### src/rtl/mem_pkg.sv
`default_nettype none
// ============================================================================
// Module   : mem_pkg
// Purpose  : Shared encodings for the data-memory request/response path.
//            The memory-op and access-size codes are also consumed by the
//            downstream load formatter, so both sides import them from here.
//            Also holds the request controller state encoding.
// Revision : 1.0 - initial release
// ============================================================================
package mem_pkg;

    // Memory operation requested by the execute stage
    localparam logic [1:0] MEM_DISABLE   = 2'b00;
    localparam logic [1:0] MEM_READ_SEXT = 2'b01;
    localparam logic [1:0] MEM_READ_ZEXT = 2'b10;
    localparam logic [1:0] MEM_WRITE     = 2'b11;

    // Access size; 2'b11 is not a legal size
    localparam logic [1:0] MEM_BYTE      = 2'b00;
    localparam logic [1:0] MEM_HALFWORD  = 2'b01;
    localparam logic [1:0] MEM_WORD      = 2'b10;

    // Request controller states
    typedef enum logic [1:0] {
        S_IDLE = 2'b00,
        S_REQ  = 2'b01,
        S_RESP = 2'b10,
        S_ERR  = 2'b11
    } memState_t;

endpackage : mem_pkg
`default_nettype wire

### src/rtl/mem_lane_pack.sv
`default_nettype none
// ============================================================================
// Module   : mem_lane_pack
// Purpose  : Combinational store-lane builder. Replicates store data across
//            the byte lanes of a 32-bit little-endian word, derives the byte
//            strobes from size and address offset, and flags misalignment.
// Ports    : size       in  2   access size (BYTE/HALFWORD/WORD/illegal)
//            addrLo     in  2   byte offset within the word
//            data       in  32  raw store data (rs2)
//            wdata      out 32  lane-replicated write data
//            wstrb      out 4   byte enables for the access
//            misaligned out 1   illegal size or offset not a size multiple
// Revision : 1.0 - initial release
// ============================================================================
module mem_lane_pack (
    input  logic [1:0]  size,
    input  logic [1:0]  addrLo,
    input  logic [31:0] data,
    output logic [31:0] wdata,
    output logic [3:0]  wstrb,
    output logic        misaligned
);
    import mem_pkg::*;

    always_comb begin
        wdata      = '0;
        wstrb      = '0;
        misaligned = 1'b0;
        case (size)
            MEM_BYTE: begin
                wdata = {4{data[7:0]}};
                wstrb = 4'b0001 << addrLo;
            end
            MEM_HALFWORD: begin
                wdata      = {2{data[15:0]}};
                wstrb      = 4'b0011 << addrLo;
                misaligned = addrLo[0];
            end
            MEM_WORD: begin
                wdata      = data;
                wstrb      = 4'b1111;
                misaligned = (addrLo != 2'b00);
            end
            default: begin
                misaligned = 1'b1;
            end
        endcase
    end

endmodule : mem_lane_pack
`default_nettype wire

### src/rtl/mem_store_ctrl.sv
`default_nettype none
// ============================================================================
// Module   : mem_store_ctrl
// Purpose  : Request side of the data-memory interface. Accepts an op from
//            execute, checks alignment, builds word address / lane data /
//            strobes, runs a req/ack handshake with memory and holds the op
//            context for the response formatter.
// Ports    : clk, rst_n                      clock, async active-low reset
//            in_valid/in_ready               op handshake from execute
//            mem_op, mem_size, addr,
//            store_data                      op description
//            mem_req, mem_we, mem_addr,
//            mem_wdata, mem_wstrb, mem_ack   data-memory request interface
//            rsp_op, rsp_size, rsp_addr_lo   latched context for formatter
//            request_done                    1-cycle completion pulse
//            misalign_err, timeout_err       1-cycle error pulses
// Revision : 1.0 - initial release
// ============================================================================
module mem_store_ctrl #(
    parameter int TIMEOUT_CYCLES = 255,
    parameter int CNT_W          = 8
) (
    input  logic        clk,
    input  logic        rst_n,
    input  logic        in_valid,
    output logic        in_ready,
    input  logic [1:0]  mem_op,
    input  logic [1:0]  mem_size,
    input  logic [31:0] addr,
    input  logic [31:0] store_data,
    output logic        mem_req,
    output logic        mem_we,
    output logic [31:0] mem_addr,
    output logic [31:0] mem_wdata,
    output logic [3:0]  mem_wstrb,
    input  logic        mem_ack,
    output logic [1:0]  rsp_op,
    output logic [1:0]  rsp_size,
    output logic [1:0]  rsp_addr_lo,
    output logic        request_done,
    output logic        misalign_err,
    output logic        timeout_err
);
    import mem_pkg::*;

    // Count value at which an unacknowledged REQ cycle aborts
    localparam logic [CNT_W-1:0] c_CNT_LAST = CNT_W'(TIMEOUT_CYCLES - 1);

    memState_t   r_state;
    memState_t   w_stateNext;
    logic        w_accept;
    logic        w_timeout;
    logic        w_isWrite;
    logic [31:0] w_packWdata;
    logic [3:0]  w_packWstrb;
    logic        w_misaligned;

    logic [CNT_W-1:0] r_timeoutCnt;
    logic             r_timeoutErr;
    logic             r_memWe;
    logic [31:0]      r_memAddr;
    logic [31:0]      r_memWdata;
    logic [3:0]       r_memWstrb;
    logic [1:0]       r_rspOp;
    logic [1:0]       r_rspSize;
    logic [1:0]       r_rspAddrLo;

    mem_lane_pack u_lanePack (
        .size       (mem_size),
        .addrLo     (addr[1:0]),
        .data       (store_data),
        .wdata      (w_packWdata),
        .wstrb      (w_packWstrb),
        .misaligned (w_misaligned)
    );

    assign w_isWrite = (mem_op == MEM_WRITE);

    // ------------------------------------------------------------------
    // State register
    // ------------------------------------------------------------------
    always_ff @(posedge clk or negedge rst_n) begin
        if (!rst_n) begin
            r_state <= S_IDLE;
        end else begin
            r_state <= w_stateNext;
        end
    end

    // ------------------------------------------------------------------
    // Next-state logic
    // ------------------------------------------------------------------
    always_comb begin
        w_stateNext = r_state;
        w_accept    = 1'b0;
        w_timeout   = 1'b0;
        case (r_state)
            S_IDLE: begin
                // DISABLE ops are consumed without leaving IDLE
                if (in_valid && (mem_op != MEM_DISABLE)) begin
                    w_accept    = 1'b1;
                    w_stateNext = w_misaligned ? S_ERR : S_REQ;
                end
            end
            S_REQ: begin
                if (mem_ack) begin
                    w_stateNext = S_RESP;
                end else if ((TIMEOUT_CYCLES != 0) && (r_timeoutCnt == c_CNT_LAST)) begin
                    w_timeout   = 1'b1;
                    w_stateNext = S_IDLE;
                end
            end
            S_RESP:  w_stateNext = S_IDLE;
            S_ERR:   w_stateNext = S_IDLE;
            default: w_stateNext = S_IDLE;
        endcase
    end

    // ------------------------------------------------------------------
    // Ack-wait counter and timeout pulse
    // ------------------------------------------------------------------
    always_ff @(posedge clk or negedge rst_n) begin
        if (!rst_n) begin
            r_timeoutCnt <= '0;
            r_timeoutErr <= 1'b0;
        end else begin
            r_timeoutErr <= w_timeout;
            if (w_accept) begin
                r_timeoutCnt <= '0;
            end else if ((r_state == S_REQ) && !mem_ack) begin
                r_timeoutCnt <= r_timeoutCnt + 1'b1;
            end
        end
    end

    // ------------------------------------------------------------------
    // Request and response context, captured only on accept so it stays
    // stable through REQ/RESP and until the next op.
    // ------------------------------------------------------------------
    always_ff @(posedge clk or negedge rst_n) begin
        if (!rst_n) begin
            r_memWe     <= 1'b0;
            r_memAddr   <= '0;
            r_memWdata  <= '0;
            r_memWstrb  <= '0;
            r_rspOp     <= '0;
            r_rspSize   <= '0;
            r_rspAddrLo <= '0;
        end else if (w_accept) begin
            r_memWe     <= w_isWrite;
            r_memAddr   <= {addr[31:2], 2'b00};
            r_memWdata  <= w_isWrite ? w_packWdata : 32'd0;
            r_memWstrb  <= w_isWrite ? w_packWstrb : 4'd0;
            r_rspOp     <= mem_op;
            r_rspSize   <= mem_size;
            r_rspAddrLo <= addr[1:0];
        end
    end

    // Handshake outputs decode straight from the state register so that
    // an asynchronous reset drops mem_req immediately.
    assign in_ready     = (r_state == S_IDLE);
    assign mem_req      = (r_state == S_REQ);
    assign request_done = (r_state == S_RESP);
    assign misalign_err = (r_state == S_ERR);
    assign timeout_err  = r_timeoutErr;

    assign mem_we       = r_memWe;
    assign mem_addr     = r_memAddr;
    assign mem_wdata    = r_memWdata;
    assign mem_wstrb    = r_memWstrb;
    assign rsp_op       = r_rspOp;
    assign rsp_size     = r_rspSize;
    assign rsp_addr_lo  = r_rspAddrLo;

endmodule : mem_store_ctrl
`default_nettype wire

### config.mk
export PLATFORM = sky130hd
export DESIGN_NAME = mem_store_ctrl
export DESIGN_NICKNAME = d
export VERILOG_FILES = /design/src/rtl/mem_pkg.sv /design/src/rtl/mem_lane_pack.sv /design/src/rtl/mem_store_ctrl.sv
export SDC_FILE = /design/constraint.sdc
export NUM_CORES = 1
export LEC_CHECK = 0
export CORE_UTILIZATION = 39
export DETAILED_ROUTE_END_ITERATION = 8
export GPL_TIMING_DRIVEN = 0
export PLACE_DENSITY = 0.79
export RECOVER_POWER = 25
export SYNTH_ARGS = -nofsm -noshare
export SYNTH_HDL_FRONTEND = slang
export SYNTH_SLANG_ARGS = --single-unit
### constraint.sdc
create_clock -name clk -period 1.8 [get_ports clk]
set_input_delay 0.36 -clock clk [delete_from_list [all_inputs] [get_ports clk]]
set_output_delay 0.36 -clock clk [all_outputs]
set_load 0.01 [all_outputs]
# After elaboration in Yosys (flattened, before gate mapping)
# Cells that the tools add are included.
# W data, S select, Z words.
[word_totals] regBits=84 out_inout_bits=80
[op_classes] n_addsub=1 n_eq_ne=9 shift=2 mux=17 reduce_logical=10
[ops] cell="$pmux W32 S3" count=1
[ops] cell="$mux W32" count=1
[ops] cell="$mux W8" count=2
[ops] cell="$pmux W4 S3" count=1
[ops] cell="$add A8 B1 Y8 const B" count=1
[ops] cell="$eq A2 B2 Y1 const B" count=4
[ops] cell="$eq A8 B8 Y1 const B" count=1
[ops] cell="$mux W2" count=4
[ops] cell="$pmux W2 S3" count=1
[ops] cell="$reduce_bool A2 Y1" count=3
[ops] cell="$mux W1" count=5
[ops] cell="$eq A2 B1 Y1 const B" count=2
[ops] cell="$logic_not A2 Y1" count=2
[ops] cell="$mux W4" count=1
[ops] cell="$shl A1 B2 Y4 const A" count=1
[ops] cell="$shl A2 B2 Y4 const A" count=1
[ops] cell="$ne A3 B1 Y1 const B" count=1
[ops] cell="$pmux W1 S3" count=1
[ops] cell="$logic_and A1 B1 Y1" count=2
[ops] cell="$ne A2 B1 Y1 const B" count=1
[ops] cell="$reduce_and A2 Y1" count=1
[ops] cell="$reduce_or A2 Y1" count=1
[ops] cell="$logic_not A1 Y1" count=1

# Longest topological paths before layout
[depth] word_depth=5 depth_mapped=6

# Modules after synthesis
# Synthesis repeated with hierarchy kept, for this count alone.
[unflattened] hier_cells=302 hier_area_um2=3769.9
[by_module_without_submodules] module="mem_store_ctrl" instances=1 cells_each=224 area_per_inst_um2=3211.8 seq_area_each_um2=2102.0
[by_module_without_submodules] module="mem_lane_pack" instances=1 cells_each=78 area_per_inst_um2=558.0 seq_area_each_um2=0.0

# Least setup slack after synthesis
# OpenSTA, ideal clock, no wires.
[synth_timing] path_kind="register to register" start="register r_state[0]" end="register r_memAddr[19], in the netlist mem_addr[19]" arrival_time_ns=1.610 t_required_ns=1.675 setup_slack_ns=0.065 stages_incl_launch_ff=6 path_buffers=2 cell_sequence="dfrtp_1 > or3b_4 > nor2_1 > buf_4 > buf_6 > mux2_2"
[synth_via] elab_chain_len=2
[synth_rtl] element="from (decl)" line_no="mem_store_ctrl.sv:49" source="memState_t r_state;"
[synth_rtl] element="from (signal assigned)" line_no="mem_store_ctrl.sv:86" source="r_state <= w_stateNext;"
[synth_rtl] element="$logic_not A2 Y1" line_no="mem_store_ctrl.sv:97" source="case (r_state)"
[synth_rtl] element="$mux W1" line_no="mem_store_ctrl.sv:97"
[synth_rtl] element="to (signal assigned)" line_no="mem_store_ctrl.sv:151" source="r_memAddr <= {addr[31:2], 2'b00};"
[synth_rtl] element="to (decl)" line_no="mem_store_ctrl.sv:61" source="logic [31:0] r_memAddr;"
# Every way passes these cells.
# A chain may end at the register's enable or synchronous reset.

# Worst setup path in the final report
[layout_timing] start="input port in_valid" end="register r_memWdata[2], in the netlist mem_wdata[2]"
[layout_via] elab_chain_len=3
[layout_rtl] element="from (decl)" line_no="mem_store_ctrl.sv:25" source="input logic in_valid,"
[layout_rtl] element="$logic_and A1 B1 Y1" line_no="mem_store_ctrl.sv:100" source="if (in_valid && (mem_op != MEM_DISABLE)) begin"
[layout_rtl] element="$mux W1" line_no="mem_store_ctrl.sv:100"
[layout_rtl] element="$mux W1" line_no="mem_store_ctrl.sv:97"
[layout_rtl] element="to (signal assigned)" line_no="mem_store_ctrl.sv:152" source="r_memWdata <= w_isWrite ? w_packWdata : 32'd0;"
[layout_rtl] element="to (decl)" line_no="mem_store_ctrl.sv:62" source="logic [31:0] r_memWdata;"
# Every way passes these cells.

==> flow_metrics.env <==
export IMPL_status="finished clean"
export IMPL_clk_latency_ns=0.34
export IMPL_area_growth_pct=54.6
export IMPL_finish_instance_area_um2=5670
export IMPL_nFillCells=749
export IMPL_ir_drop_uv=527
export IMPL_synth_xor_area_share_pct=0.478
export IMPL_cts_tree="done"
export IMPL_synth_top_family_by_area="compound AO/OA/AOI/OAI gates"
export IMPL_drive_gt1_share_pct=19.0
export IMPL_crit_slowest_cell="clkdlybuf4s50_1"
export IMPL_path_cells="clkdlybuf4s50_1, or3b_4, buf_4, a211oi_4, buf_4, a22o_1"
export IMPL_grt_total_usage_pct=19.9
export IMPL_skew_ns=0.0137
export IMPL_vias=3010
export IMPL_slew_violations=0
export IMPL_synth_compound_area_share_pct=17.4
export IMPL_drt_iter0_drc=55
export IMPL_antenna_found_initial=0
export IMPL_path_max_fanout=6
export IMPL_cp_start_kind="primary input"
export IMPL_port_buffers=147
export IMPL_multiInputGateArea_um2=1470
export IMPL_critPathMaxStageDelay_ns=0.48
export IMPL_initial_core_util_pct=40.0
export IMPL_diodes=0
export IMPL_drtPass1Iterations=4
export IMPL_cp_end_kind="flip-flop"
export IMPL_ioPinCount=152
export IMPL_worst_slew_pin_slew_ns=0.978
export IMPL_dieArea_um2=9790
export IMPL_num_rows=35
export IMPL_avgViaCountPerCell=5.24
export IMPL_fmax_mhz=567
export IMPL_synthAdderAreaFrac_pct=0.683
export IMPL_hold_path_class="reg2reg"
export IMPL_synth_area_mux_share_pct=13.2
export IMPL_wire_per_inst_um=16.8
export IMPL_cts_buffers=9
export IMPL_whs_ns=0.497
export IMPL_synth_distinct_cells=40
export IMPL_fp_coreArea_um2=9150
export IMPL_die_h_um=98.9
export IMPL_arrival_ns=2.04
export IMPL_final_cell_mix="clkdlybuf4s50_1 (142), dfrtp_1 (82), mux2_2 (36)"
export IMPL_avgSynthCellArea_um2=12.9
export IMPL_cts_buffer_depth=2
export IMPL_die_x_um=98.9
export IMPL_clock_sinks=84
export IMPL_ys_seq_area_share_pct=57.4
export IMPL_synth_simple_gate_area_share_pct=6.96
export IMPL_finalCritPeriodShare_pct=98.0
export IMPL_antenna_left=0
export IMPL_hold_violations=0
export IMPL_grt_pass1_vias=2993
export IMPL_period_needed_ns=1.76
export IMPL_globalplace_congestion=0.760
export IMPL_powerDensity_nw_per_um2=1200
export IMPL_cpMostUsedCell="buf_4"
export IMPL_ys_ff_latch=84
export IMPL_synthCells=284
export IMPL_totalPowerFinal_mw=6.80
export IMPL_grt_max_degree=48
export IMPL_root_buffer="clkbuf_8"
export IMPL_p_leak_nw=2.38
export IMPL_seqCellArea_um2=2100
export IMPL_wl_um=9640
export IMPL_setup_violations_final=0
export IMPL_slew_headroom_pct=34.8
export IMPL_rsz0062_at_grt="yes"
export IMPL_drc=0
export IMPL_grt_pass1_wl_um=15300
export IMPL_hpwl_um=7070
export IMPL_final_nets=532
export IMPL_drv_max_cap_violation_count=0
export IMPL_critical_path_class="in2reg"
export IMPL_placed_area_um2=5300
export IMPL_yosysWarningCount=0
export IMPL_htree_levels=3
export IMPL_cp_required_ns=2.07
export IMPL_syn_area_um2=3660
export IMPL_overflow=0
export IMPL_layout_commonest_cell="clkdlybuf4s50_1"
export IMPL_clk_pin_slew_ns=0.08
power by group:
group / total [mW] / switching, mW / internal [mW]
Clock: 1.25 / 0.669 / 0.577
Combinational: 2.76 / 1.03 / 1.73
Sequential: 2.80 / 0.339 / 2.46
Total: 6.80 / 2.03 / 4.77
critical path, delay by kind of cell:
| family | cells | cell delay [ns] |
|---|---|---|
| simple gates | 1 | 0.40 |
| buf+inv | 3 | 0.85 |
| compound gates | 2 | 0.43 |
repair_timing:
action	4_1_cts	5_1_grt
hold buffers	1	0
setup buffers	5	7
hold endpoints to repair	21	0
setup endpoints to repair	48	27
cloned	0	1
pin swaps	1	2
resized for setup	16	4
state kept, by name, indices dropped and copies added (netlist names), 2 cells and up:
name / cells
rsp_op: 2
mem_wstrb: 4
r_state: 2
mem_addr: 30
rsp_size: 2
r_timeoutCnt: 8
rsp_addr_lo: 2
mem_wdata: 32
path summary, 6_finish.rpt:
path / end / slack [ns] / from / depth (start not counted)
max: mem_wdata[2] / 0.04 / in_valid / 6
min: mem_wdata[17] / 0.50 / mem_wdata[17] / 1
max reg2reg: mem_wdata[2] / 0.06 / r_state[0] / 5
min reg2reg: mem_wdata[17] / 0.50 / mem_wdata[17] / 1
max in group asynchronous: r_state[0] / 0.32 / rst_n / 3
min in group asynchronous: mem_addr[10] / 0.71 / rst_n / 2
cells in the mapped netlist:
library cell	instances	area (um2)
o2bb2ai_1	24	210
or3b_4	1	11.3
ha_1	2	25.0
a21oi_1	12	60.1
nor3b_1	2	15.0
nand2b_1	2	12.5
mux2i_1	8	80.1
nand4_1	2	12.5
nor3_1	2	10.0
or4_1	2	15.0
inv_1	5	18.8
buf_6	3	33.8
nor2_1	8	30.0
o21ai_2	1	8.76
o21a_1	3	22.5
a22o_1	19	166
conb_1	1	3.75
nand4b_1	1	8.76
dfrtp_1	84	2100
or3_1	2	12.5
a211oi_1	1	7.51
o31ai_1	2	15.0
buf_2	5	25.0
nor2b_1	10	62.6
and2_1	1	6.26
nand4bb_1	1	11.3
buf_4	3	22.5
a2bb2oi_1	8	70.1
o21bai_1	1	7.51
mux2_2	36	405
nand2_1	6	22.5
clkbuf_1	10	37.5
nand3_1	2	10.0
o22ai_1	1	6.26
a211o_1	1	8.76
o21ai_0	7	35.0
a211oi_4	1	20.0
and3b_1	1	8.76
nor4_1	1	6.26
xnor2_1	2	17.5
metal layers:
| metal | track usage, % | vias to the layer above | part of all wire [%] |
|---|---|---|---|
| li1 | - | 1396 | - |
| met1 | 25.4 | 1485 | 43 |
| met2 | 33.8 | 121 | 48 |
| met3 | 5.25 | 8 | 8.1 |
| met4 | 4.82 | 0 | 0.78 |
| met5 | 0 | - | 0 |
cells by family after synthesis:
kind of cell    after synthesis
buf+inv                      26
flops                        84
compound gates               81
mux                          44
fa+ha+maj                     2
xor+xnor                      2
other cells                   1
simple gates                 44
stage by stage:
stage               std cells  setup slack, ns  util (%)  TNS (ns)
CTS                       566          0.00166      60.9         0
detailed placement        544           -0.517      57.9    -26.40
floorplan                 285           0.0654         -         0
global placement          543            -2.57      57.7   -239.33
finish                    574           0.0360      61.9         0
global route              574         -0.00931      61.9   -0.0450
layout make-up:
type	instances	share of cell area, %
timing repair buffer	162	28.5
inverter	5	0.331
tap	111	2.45
sequential	84	37.1
clock inverter	5	0.640
buffer	21	2.36
clock buffer	11	2.67
multi-input combinational	175	25.9
No activity file was read; power rests on OpenSTA's default activity.
